File: config.mk
export PLATFORM = sky130hd
export DESIGN_NAME = fnd_scan_controller_flat
export DESIGN_NICKNAME = d
export VERILOG_FILES = /design/src/rtl/fnd_pkg.sv /design/src/rtl/fnd_scan_controller_if.sv /design/src/rtl/fnd_scan_controller_tick_divider.sv /design/src/rtl/fnd_scan_controller.sv /design/src/flat_wrapper.sv
export SDC_FILE = /design/constraint.sdc
export NUM_CORES = 1
export LEC_CHECK = 0
export CORE_MARGIN = 5
export CORE_UTILIZATION = 53
export CTS_BUF_LIST = sky130_fd_sc_hd__clkbuf_8
export DETAILED_ROUTE_END_ITERATION = 6
export PLACE_DENSITY_LB_ADDON = 0.05
export RECOVER_POWER = 50
export SLEW_MARGIN = 20
export SYNTH_ARGS = -nofsm -noshare
export SYNTH_HDL_FRONTEND = slang
export SYNTH_SLANG_ARGS = --single-unit
File: constraint.sdc
create_clock -name i_clk -period 1.6 [get_ports i_clk]
set_input_delay 0.32 -clock i_clk [delete_from_list [all_inputs] [get_ports i_clk]]
set_output_delay 0.32 -clock i_clk [all_outputs]
set_load 0.1 [all_outputs]
File: src/rtl/fnd_pkg.sv
// rtl/fnd_pkg.sv - shared constants, page encoding and divisor helpers for the FND scan controller
// Purpose: common definitions imported by the scan controller, its interface and tick_divider.
// Ports: none (package).
package fnd_pkg;

  localparam int DIGITS = 4;
  localparam int POS_W  = 3;
  localparam int SLOT_W = $clog2(DIGITS);

  typedef enum logic {
    PAGE_HM = 1'b0,
    PAGE_SC = 1'b1
  } page_e;

  // Integer divisor used to derive slot and blink periods from the Hz parameters.
  function automatic int div_floor(input int num, input int den);
    return num / den;
  endfunction

  // Counter width for a modulo-n counter; never narrower than one bit so n = 1 stays legal.
  function automatic int cnt_w(input int n);
    return (n <= 2) ? 1 : $clog2(n);
  endfunction

endpackage

File: src/rtl/fnd_scan_controller_if.sv
// rtl/fnd_scan_controller_if.sv - control/status bundle between the FND scan controller and its user
// Purpose: groups the display-control inputs and scan outputs of fnd_scan_controller.
// Ports (members):
//   i_OnOffSW        1 = display off
//   i_page           requested page
//   i_blinkEn        global blink enable
//   i_blinkMask[3:0] per-slot blink select
//   o_digitPosition  {page, slot}
//   o_blank          1 = all digits off
//   o_scanTick       one-clock pulse per slot advance
//   o_blinkPhase     1 = visible half of the blink period
interface fnd_scan_controller_if;
  import fnd_pkg::*;

  logic              i_OnOffSW;
  logic              i_page;
  logic              i_blinkEn;
  logic [DIGITS-1:0] i_blinkMask;
  logic [POS_W-1:0]  o_digitPosition;
  logic              o_blank;
  logic              o_scanTick;
  logic              o_blinkPhase;

  modport master (
    output i_OnOffSW, i_page, i_blinkEn, i_blinkMask,
    input  o_digitPosition, o_blank, o_scanTick, o_blinkPhase
  );

  modport slave (
    input  i_OnOffSW, i_page, i_blinkEn, i_blinkMask,
    output o_digitPosition, o_blank, o_scanTick, o_blinkPhase
  );

endinterface

File: src/rtl/fnd_scan_controller_tick_divider.sv
// rtl/fnd_scan_controller_tick_divider.sv - enabled modulo-N counter with registered terminal flag
// Purpose: counts enabled clocks 0 .. N-1 and wraps; o_last is a flop that is 1 exactly while
//          the count sits at N-1, so with i_en tied high it is a clean one-clock terminal pulse.
// Ports:
//   i_clk, i_reset  clock, synchronous active-high reset
//   i_en            count enable
//   o_last          registered "count == N-1"
module tick_divider
  import fnd_pkg::*;
#(
  parameter int N = 4
) (
  input  logic i_clk,
  input  logic i_reset,
  input  logic i_en,
  output logic o_last
);

  localparam int              W    = cnt_w(N);
  localparam logic [W-1:0]    LAST = W'(N - 1);

  logic [W-1:0] count_q, count_d;
  logic         last_q, last_d;

  always_comb begin
    count_d = count_q;
    if (i_en) begin
      count_d = (count_q == LAST) ? '0 : count_q + W'(1);
    end
    // Decoded from the next count so the flag lines up with the count register.
    last_d = (count_d == LAST);
  end

  always_ff @(posedge i_clk) begin
    if (i_reset) begin
      count_q <= '0;
      last_q  <= (N == 1);
    end else begin
      count_q <= count_d;
      last_q  <= last_d;
    end
  end

  assign o_last = last_q;

endmodule

File: src/rtl/fnd_scan_controller.sv
// rtl/fnd_scan_controller.sv - time-multiplexed scan sequencer for the 8-position FND display
// Purpose: steps the 4 digit slots, latches the page per frame, and produces blink phase,
//          slot-start guard blanking and the combined blank flag for the digit decoder.
// Ports:
//   i_clk    system clock
//   i_reset  synchronous active-high reset
//   bus      fnd_scan_controller_if.slave (control inputs, position/blank/tick/phase outputs)
module fnd_scan_controller
  import fnd_pkg::*;
#(
  parameter int CLK_HZ       = 100_000_000,
  parameter int SCAN_HZ      = 1000,
  parameter int BLINK_HZ     = 2,
  parameter int GUARD_CYCLES = 4
) (
  input  logic                  i_clk,
  input  logic                  i_reset,
  fnd_scan_controller_if.slave  bus
);

  localparam int SCAN_DIV  = div_floor(CLK_HZ, SCAN_HZ);
  localparam int BLINK_DIV = div_floor(SCAN_HZ, 2 * BLINK_HZ);
  localparam int GUARD_W   = cnt_w(GUARD_CYCLES + 1);
  localparam logic [GUARD_W-1:0] GUARD_LOAD = GUARD_W'(GUARD_CYCLES);
  localparam logic [SLOT_W-1:0]  SLOT_LAST  = SLOT_W'(DIGITS - 1);

  logic scan_tick;
  logic blink_last;
  logic blink_wrap;

  logic [SLOT_W-1:0]  slot_q,  slot_d;
  page_e              page_q,  page_d;
  logic [GUARD_W-1:0] guard_q, guard_d;
  logic               phase_q, phase_d;

  // Scan prescaler: its terminal flag is the registered scan tick, and the slot advances on
  // the edge that ends that tick, which is the same edge the prescaler wraps.
  tick_divider #(.N(SCAN_DIV)) u_scan_div (
    .i_clk   (i_clk),
    .i_reset (i_reset),
    .i_en    (1'b1),
    .o_last  (scan_tick)
  );

  // Blink counter counts slot ticks; it runs regardless of i_blinkEn to keep phase coherent.
  tick_divider #(.N(BLINK_DIV)) u_blink_div (
    .i_clk   (i_clk),
    .i_reset (i_reset),
    .i_en    (scan_tick),
    .o_last  (blink_last)
  );

  assign blink_wrap = scan_tick & blink_last;

  always_comb begin
    slot_d  = slot_q;
    page_d  = page_q;
    guard_d = (guard_q != '0) ? guard_q - GUARD_W'(1) : '0;
    phase_d = blink_wrap ? ~phase_q : phase_q;
    if (scan_tick) begin
      slot_d  = slot_q + SLOT_W'(1);
      guard_d = GUARD_LOAD;
      // Page only changes at frame end so a frame is never split across pages.
      if (slot_q == SLOT_LAST) begin
        page_d = page_e'(bus.i_page);
      end
    end
  end

  always_ff @(posedge i_clk) begin
    if (i_reset) begin
      slot_q  <= '0;
      page_q  <= PAGE_HM;
      guard_q <= GUARD_LOAD;
      phase_q <= 1'b1;
    end else begin
      slot_q  <= slot_d;
      page_q  <= page_d;
      guard_q <= guard_d;
      phase_q <= phase_d;
    end
  end

  assign bus.o_digitPosition = {page_q, slot_q};
  assign bus.o_scanTick      = scan_tick;
  assign bus.o_blinkPhase    = phase_q;
  assign bus.o_blank         = bus.i_OnOffSW
                             | (guard_q != '0)
                             | (bus.i_blinkEn & ~phase_q & bus.i_blinkMask[slot_q]);

endmodule

File: src/flat_wrapper.sv
// flat-port wrapper written by rule: the top's interface ports become plain ports
module fnd_scan_controller_flat import fnd_pkg::*;
#(
  parameter int CLK_HZ       = 100_000_000,
  parameter int SCAN_HZ      = 1000,
  parameter int BLINK_HZ     = 2,
  parameter int GUARD_CYCLES = 4
)
  (i_clk, i_reset, bus_i_OnOffSW, bus_i_page, bus_i_blinkEn, bus_i_blinkMask, bus_o_digitPosition, bus_o_blank, bus_o_scanTick, bus_o_blinkPhase);
  fnd_scan_controller_if bus_i ();
  input  logic i_clk;
  input  logic i_reset;
  input wire logic [$bits(bus_i.i_OnOffSW)-1:0] bus_i_OnOffSW;
  input wire logic [$bits(bus_i.i_page)-1:0] bus_i_page;
  input wire logic [$bits(bus_i.i_blinkEn)-1:0] bus_i_blinkEn;
  input wire logic [$bits(bus_i.i_blinkMask)-1:0] bus_i_blinkMask;
  output wire logic [$bits(bus_i.o_digitPosition)-1:0] bus_o_digitPosition;
  output wire logic [$bits(bus_i.o_blank)-1:0] bus_o_blank;
  output wire logic [$bits(bus_i.o_scanTick)-1:0] bus_o_scanTick;
  output wire logic [$bits(bus_i.o_blinkPhase)-1:0] bus_o_blinkPhase;
  assign bus_i.i_OnOffSW = bus_i_OnOffSW;
  assign bus_i.i_page = bus_i_page;
  assign bus_i.i_blinkEn = bus_i_blinkEn;
  assign bus_i.i_blinkMask = bus_i_blinkMask;
  assign bus_o_digitPosition = bus_i.o_digitPosition;
  assign bus_o_blank = bus_i.o_blank;
  assign bus_o_scanTick = bus_i.o_scanTick;
  assign bus_o_blinkPhase = bus_i.o_blinkPhase;
  fnd_scan_controller #(.CLK_HZ(CLK_HZ), .SCAN_HZ(SCAN_HZ), .BLINK_HZ(BLINK_HZ), .GUARD_CYCLES(GUARD_CYCLES)) u_core (.i_clk(i_clk), .i_reset(i_reset), .bus(bus_i));
endmodule
### After elaboration in Yosys (flattened, before gate mapping)

Cells that the tools add are included.

| storage, ports and cells | value |
|---|---|
| register bits after elaboration | 34 |
| bits of input ports | 9 |
| logic and storage cells | 36 |

| operators by class | value |
|---|---|
| $add $sub $neg | 4 |
| magnitude comparators | 1 |
| equality and inequality tests | 5 |
| mux-type cells | 6 |
| bitwise logic cells | 7 |
| reduce and logical (&&, ||, !) cells | 4 |

Operator list:

| kind | number |
|---|---|
| $eq A17 B17 Y1 const B | 2 |
| $add A17 B1 Y17 const B | 1 |
| $mux W17 | 1 |
| $eq A8 B8 Y1 const B | 2 |
| $mux W8 | 2 |
| $add A8 B1 Y8 const B | 1 |
| $and A1 B1 Y1 | 3 |
| $lt A2 B3 Y1 const B | 1 |
| $mux W3 | 1 |
| $reduce_bool A3 Y1 | 1 |
| $reduce_or A3 Y1 | 1 |
| $sub A3 B1 Y3 const B | 1 |
| $add A2 B1 Y2 const B | 1 |
| $bmux W1 S2 | 1 |
| $eq A2 B2 Y1 const B | 1 |
| $not A1 Y1 | 2 |
| $or A1 B1 Y1 | 2 |
| $reduce_and A2 Y1 | 1 |
| $reduce_or A2 Y1 | 1 |
| $mux W1 | 1 |

### Longest topological paths before layout

Gate-level depths: netlist of the first run.

| depth | value |
|---|---|
| depth in word-level cells | 4 |
| depth in mapped cells | 7 |
| gate-level depth less buffers | 7 |

### By module

From an unflattened synthesis of the first run, not the netlist that was laid out.

| second synthesis, totals | value |
|---|---|
| cells, all modules | 217 |
| area total of the unflattened synthesis | 1,968.1 um^2 |

By module, submodules not included:

| module | times used | cells each | area each (um^2) |
|---|---|---|---|
| tick_divider at u_core.u_scan_div | 1 | 119 | 1,046.0 |
| tick_divider at u_core.u_blink_div | 1 | 61 | 553.0 |
| fnd_scan_controller | 1 | 37 | 369.1 |

### Worst setup path after synthesis of the first run

OpenSTA, ideal clock, no wires.

| path | value |
|---|---|
| kind | reg-to-output |
| from | reg u_core.slot_q[0] |
| to | out bus_o_blank |
| arrival time | 2.418 ns |
| required time | 1.280 ns |
| slack | -1.138 ns |
| cell stages (with the launch flop) | 4 |
| path buffers | 0 |
| path through | dfxtp_1 -> mux4_2 -> nand3b_1 -> nand3b_1 |

| between the ends | value |
|---|---|
| longest elaborated chain between the ends | 4 |

Ends and longest elaborated chain:

| what | line | RTL |
|---|---|---|
| start, declared | fnd_scan_controller.sv:31 | `logic [SLOT_W-1:0] slot_q, slot_d;` |
| start signal, assigned | fnd_scan_controller.sv:77 | `slot_q <= slot_d;` |
| $bmux W1 S2 | fnd_scan_controller.sv:89 | `\| (bus.i_blinkEn & ~phase_q & bus.i_blinkMask[slot_q]);` |
| $mux W1 (not written as such) | fnd_scan_controller.sv:89 |  |
| $and A1 B1 Y1 | fnd_scan_controller.sv:89 |  |
| $or A1 B1 Y1 | fnd_scan_controller.sv:89 |  |
| end, declared | flat_wrapper.sv:18 | `output wire logic [$bits(bus_i.o_blank)-1:0] bus_o_blank;` |

Every way passes these cells. The select of a mux whose other input is x is not followed.

### Worst setup path in the final report of the first run

Ends and elaborated chain as after synthesis.

==> results of run 1 <==
stage by stage:
step	instances	power, mW
5_1_grt	280	1.92
6_report	280	1.84
3_5_place_dp	269	1.05
2_1_floorplan	198	0.982
4_1_cts	277	1.85
3_3_place_gp	269	1.04
layout by cell type (no fill, tap or decap), types with 2 or more instances in the layout:
cell	netlist	routed
o21ai_0	3	3
clkbuf_1	2	2
nand3_1	8	7
or4_1	2	2
buf_2	5	2
nor4_1	4	3
nor4_4	1	2
dfxtp_4	0	4
a21oi_1	8	8
or3_1	2	2
nor2_1	29	27
nor2_2	0	2
nor3_1	4	3
dfxtp_2	0	6
ha_1	7	6
clkbuf_8	0	5
clkdlybuf4s50_1	0	3
nand4_1	7	7
buf_4	1	23
nor2b_1	3	3
xor2_1	10	10
nand2_1	14	13
buf_12	0	2
xnor2_1	11	11
nand2b_1	2	2
and3_1	3	3
nor3_2	1	2
nand3b_1	3	3
inv_1	9	9
nand3_2	1	2
dlygate4sd2_1	0	4
clkinvlp_4	0	2
dfxtp_1	34	24
critical path, cell delays in order (launching register included):
cell      delay, ps
dfxtp_4         350
mux4_2          480
nand3b_1         90
nand3b_1        120
buf_12          190
synth_stat cells, types with 2 or more instances:
master and n:
dfxtp_1 34, nor2_1 29, nand2_1 14, xnor2_1 11, xor2_1 10, inv_1 9
a21oi_1 8, nand3_1 8, ha_1 7, nand4_1 7, buf_2 5, nor3_1 4
nor4_1 4, and3_1 3, nand3b_1 3, nor2b_1 3, o21ai_0 3, clkbuf_1 2
nand2b_1 2, or3_1 2, or4_1 2
layout make-up:
type / count / area share [%]
flip-flops and latches: 34 / 31.0
inverters: 9 / 1.49
clock inverters: 3 / 1.99
multi-input cells: 145 / 45.5
clock buffers: 5 / 3.04
repair buffers: 40 / 14.5
well taps: 44 / 2.43
layer usage:
| layer | vias up | part of all wire, % | track usage [%] |
|---|---|---|---|
| li1 | 763 | - | - |
| met1 | 741 | 44 | 22.3 |
| met2 | 28 | 51 | 34.4 |
| met3 | 7 | 3.3 | 5.32 |
| met4 | 0 | 1.3 | 8.86 |
| met5 | - | 0 | 0 |
path summary, 6_finish.rpt:
kind | end | start | cells after the start
hold reg to reg | u_core.guard_q[0] | u_core.guard_q[0] | 1
hold / removal | u_core.guard_q[0] | u_core.guard_q[0] | 1
setup / recovery | bus_o_blank | u_core.slot_q[0] | 4
setup reg to reg | u_core.u_scan_div.o_last | u_core.u_scan_div.count_q[0] | 6
kinds of logic (layout without fill, tap and decap cells):
| logic type | Yosys count | after routing | synth area share [%] |
|---|---|---|---|
| mux | 2 | 2 | 1.86 |
| buf+inv | 19 | 57 | 5.09 |
| xor+xnor | 21 | 21 | 10.5 |
| flops | 34 | 34 | 39.0 |
| simple gates | 95 | 95 | 30.9 |
| compound gates | 20 | 20 | 7.59 |
| fa+ha+maj | 7 | 7 | 5.01 |
power by group through the flow:
stage	registers (mW)	logic, mW	clock network (mW)
after floorplan	0.894	0.0877	0
after global routing	0.879	0.172	0.869
after CTS	0.877	0.152	0.826
after detailed placement	0.897	0.154	0
final	0.876	0.155	0.813
after global placement	0.895	0.144	0
timing repair:
item                                   CTS  global route
buffers inserted                         0             4
setup endpoints to repair                3            16
endpoints found under the hold margin    0             0
resized for setup                        8            22
pin swaps                                3            10
registers in the layout, indices dropped and copies added (netlist names):
register and count:
u_core.bus.o_blinkPhase 1, u_core.guard_q 3, u_core.page_q 1, u_core.slot_q 2, u_core.u_blink_div.count_q 8, u_core.u_blink_div.o_last 1
u_core.u_scan_div.count_q 17, u_core.u_scan_div.o_last 1
==> flow_metrics.py, run 1 <==
metrics = {
    "place": {
        "place_area_um2": 2130,
        "pre_cts_slack_ps": -317,
        "gp_congestion": 0.828,
        "dpl.hpwl_mm": 2.95,
        "portBuffers": 14,
    },
    "drt": {
        "antenna_left": 0,
        "wl_per_cell_um": 14.6,
        "routed_wl_mm": 4.09,
        "initialDrtViolationCount": 49,
        "viasPerCell": 5.50,
        "drc": 0,
        "first_pass_iters": 4,
        "via_count": 1539,
    },
    "flow_run": {
        "cap_violations": 0,
    },
    "run_status": {
        "status": "finished with violations",
        "violations": "negative setup slack",
    },
    "layout": {
        "fin_util_pct": 73.0,
        "fin_nets": 251,
        "area_growth_pct": 29.7,
        "drive_above_1_share_pct": 27.5,
        "fillCellCount": 256,
        "fin_area_um2": 2260,
        "antenna_cells": 0,
        "multiInputGateArea_um2": 1030,
        "regArea_um2": 703,
    },
    "die": {
        "row_count": 20,
        "die_w_um": 67.4,
        "core_um2": 3100,
        "io_pins": 15,
        "dieArea_um2": 4540,
        "die_y_um": 67.4,
        "start_util_pct": 56.3,
    },
    "setup_path": {
        "worstSetupEndpointType": "output pin",
        "critical_path.max_fanout": 2,
        "cp_data_arrival_time_ps": 1540,
        "rrSetupSlack_ps": -160,
        "crit_type": "reg -> out",
        "required_ps": 1280,
        "startpoint_type": "register",
    },
    "synthesis": {
        "synth_cell_type_count": 49,
        "synth_top_area_share_pct": 39.0,
        "synth_edf_count": 0,
        "ys_seq_area_share_pct": 39.0,
        "yosysTopAreaCell": "dfxtp_1",
        "synth_ff_type": "dfxtp_1",
        "synth_area_leaders": "dfxtp_1, nor2_1, xnor2_1",
        "syn-num-nets": 214,
        "syn_area_per_cell_um2": 8.82,
        "synthCells": 198,
        "yosys_register_bits": 34,
        "async_flop_share_pct": 0,
        "synth_area_um2": 1750,
        "yosysWarnings": 0,
    },
    "power_and_ir_drop": {
        "vdd_drop_max_uv": 672,
        "pwr-share-comb_pct": 8.4,
        "switching_share_pct": 24.2,
        "leakage_nw": 0.899,
        "intPower_mw": 1.40,
        "clkPwrFrac_pct": 44.1,
        "power.switching_uw": 446,
        "pwr-share-seq_pct": 47.5,
        "power_density_nw_per_um2": 814,
    },
    "cts": {
        "path_clk_slew_ps": 80,
        "cts_made_buffers": 5,
        "cts_tree": "built",
        "cts_buffer_depth": 2,
        "clock_latency_ps": 300,
        "cts_root_buf": "clkbuf_8",
        "h-tree-depth": 2,
        "clock_sinks": 34,
        "ctsHoldBuffers": 0,
    },
    "global_routing": {
        "grt_max_degree": 13,
        "track_usage_pct": 19.7,
        "antenna_found_initial": 0,
        "grt_overflow_total": 0,
        "grt_pass1_wl_mm": 6.72,
        "grt_pass1_vias": 1554,
    },
    "sta": {
        "period_needed_ps": 1860,
        "final-setup-viol-count": 13,
        "worst_slew_pin_slew_ps": 543,
        "fin_hold_ws_ps": 433,
        "maxSlewViolCount": 0,
        "period_share_pct": 116,
        "max_clock_freq_mhz": 538,
        "slew_headroom_pct": 63.9,
        "fin_skew_ps": 9.22,
        "fin_ws_ps": -260,
        "hold_viol": 0,
        "tns_ps": -764,
        "rsz0062_at_grt": "true",
    },
    "hold_path": {
        "hold_class": "reg -> reg",
    },
}
Note: power is estimated with default switching activity, not from simulation.
==> run 2: changes to the inputs <==
CORE_MARGIN = not set   (was 5)
==> flow_metrics.py, run 2 (synthesis gave the netlist of run 1 again) <==
metrics = {
    "run_status": {
        "status": "finished with violations",
        "violations": "negative setup slack",
    },
    "global_routing": {
        "track_usage_pct": 23.8,
        "grt_overflow_total": 0,
        "antenna_found_initial": 0,
        "grt_max_degree": 17,
        "grt_pass1_vias": 1475,
        "grt_pass1_wl_mm": 6.27,
    },
    "sta": {
        "maxSlewViolCount": 0,
        "slew_headroom_pct": 63.8,
        "hold_viol": 0,
        "period_share_pct": 115,
        "max_clock_freq_mhz": 546,
        "fin_ws_ps": -233,
        "fin_skew_ps": 8.29,
        "worst_slew_pin_slew_ps": 546,
        "final-setup-viol-count": 13,
        "period_needed_ps": 1830,
        "rsz0062_at_grt": "true",
    },
    "layout": {
        "top_regs": "u_core.u_scan_div.count_q x17, u_core.u_blink_div.count_q x8, u_core.guard_q x3",
        "fin_nets": 249,
        "final_cell_mix": "nor2_1, buf_4, dfxtp_1, nand2_1, inv_1",
        "final_cells": 278,
        "drive_above_1_share_pct": 26.1,
        "fin_util_pct": 72.0,
        "antenna_cells": 0,
        "largest_reg_flops": 17,
        "final_common_cell": "nor2_1",
        "area_growth_pct": 26.9,
        "max_flop_register": "u_core.u_scan_div.count_q",
    },
    "cts": {
        "clock_sinks": 34,
        "cts_tree": "built",
        "cts_buffer_depth": 2,
        "path_clk_slew_ps": 70,
        "cts_made_buffers": 5,
        "h-tree-depth": 2,
        "ctsHoldBuffers": 0,
        "clock_latency_ps": 280,
        "cts_root_buf": "clkbuf_8",
    },
    "setup_path": {
        "startpoint": "u_core.slot_q[0]",
        "worstSetupEndpointType": "output pin",
        "critical_path.max_fanout": 2,
        "cp_data_arrival_time_ps": 1510,
        "timing.rr.start": "u_core.u_scan_div.count_q[0]",
        "required_ps": 1280,
        "path_common_cell": "nand3b_1",
        "crit_type": "reg -> out",
        "critPathMaxStageDelay_ps": 480,
        "startpoint_type": "register",
        "slowest_stage": "mux4_2",
        "worstPathCellList": "mux4_2 > nand3b_1 > nand3b_1 > buf_12",
    },
    "flow_run": {
        "cap_violations": 0,
    },
    "drt": {
        "initialDrtViolationCount": 61,
        "wl_per_cell_um": 13.3,
        "drc": 0,
        "routed_wl_mm": 3.70,
        "via_count": 1511,
        "antenna_left": 0,
        "viasPerCell": 5.44,
        "first_pass_iters": 4,
    },
    "hold_path": {
        "hp-start": "u_core.guard_q[0]",
        "hold_class": "reg -> reg",
    },
    "die": {
        "core_um2": 3080,
        "die_y_um": 59.4,
        "dieArea_um2": 3530,
        "io_pins": 15,
        "row_count": 20,
        "start_util_pct": 56.7,
        "die_w_um": 59.4,
    },
    "place": {
        "dpl.hpwl_mm": 2.74,
        "portBuffers": 14,
        "gp_congestion": 0.864,
        "dp.cells": 269,
        "pre_cts_slack_ps": -309,
    },
    "power_and_ir_drop": {
        "leakage_nw": 0.886,
        "vdd_drop_max_uv": 446,
        "power_density_nw_per_um2": 723,
    },
}
## run 2: layout make-up
cell class	count	area [µm²]
Clock inverter	3	11.3
Timing Repair Buffer	38	327
Inverter	9	33.8
Clock buffer	5	68.8
Tap cell	44	55.1
Multi-Input combinational cell	145	1020
Sequential cell	34	704
Fill cell	247	862
## run 2: metal layers
metal	track usage, %	up-vias	share of wire (%)
li1	-	761	-
met1	28.5	705	45
met2	40.6	36	49
met3	5.68	9	4.3
met4	9.86	0	1.8
met5	0	-	0
## run 2: worst paths after layout
| path | to | slack, ps | cells after the start |
|---|---|---|---|
| hold / removal | u_core.guard_q[0] | 420 | 1 |
| setup / recovery | bus_o_blank | -230 | 4 |
| setup reg to reg | u_core.u_scan_div.o_last | -130 | 6 |
| hold reg to reg | u_core.guard_q[0] | 420 | 1 |
## run 2: timing repair
| action | CTS | global route |
|---|---|---|
| pin swaps | 3 | 9 |
| resized for setup | 9 | 22 |
| setup endpoints to repair | 2 | 15 |
| endpoints found under the hold margin | 0 | 0 |
| setup buffers | 1 | 0 |
## run 2: critical path: cells and delay by family (launching register included)
family | cells | cell delay (ps)
multiplexers | 1 | 480
buffers and inverters | 1 | 190
flip-flops | 1 | 350
AND/OR/NAND/NOR | 2 | 220
## run 2: stage by stage
step	setup TNS (ps)	total power [mW]	cell area, µm²	hold WS, ps
global placement	-294	1.04	2140	408
finish	-756	1.60	2220	418
global route	-2460	1.68	2220	439
floorplan	-613	0.982	1760	400
CTS	-258	1.62	2240	422
detailed placement	-351	1.05	2140	412
## run 2: power by group
| group | internal [mW] | leakage (nW) | switching, mW |
|---|---|---|---|
| Combinational | 0.0718 | 0.552 | 0.0769 |
| Clock | 0.289 | 0.0519 | 0.287 |
| Sequential | 0.866 | 0.283 | 0.0117 |
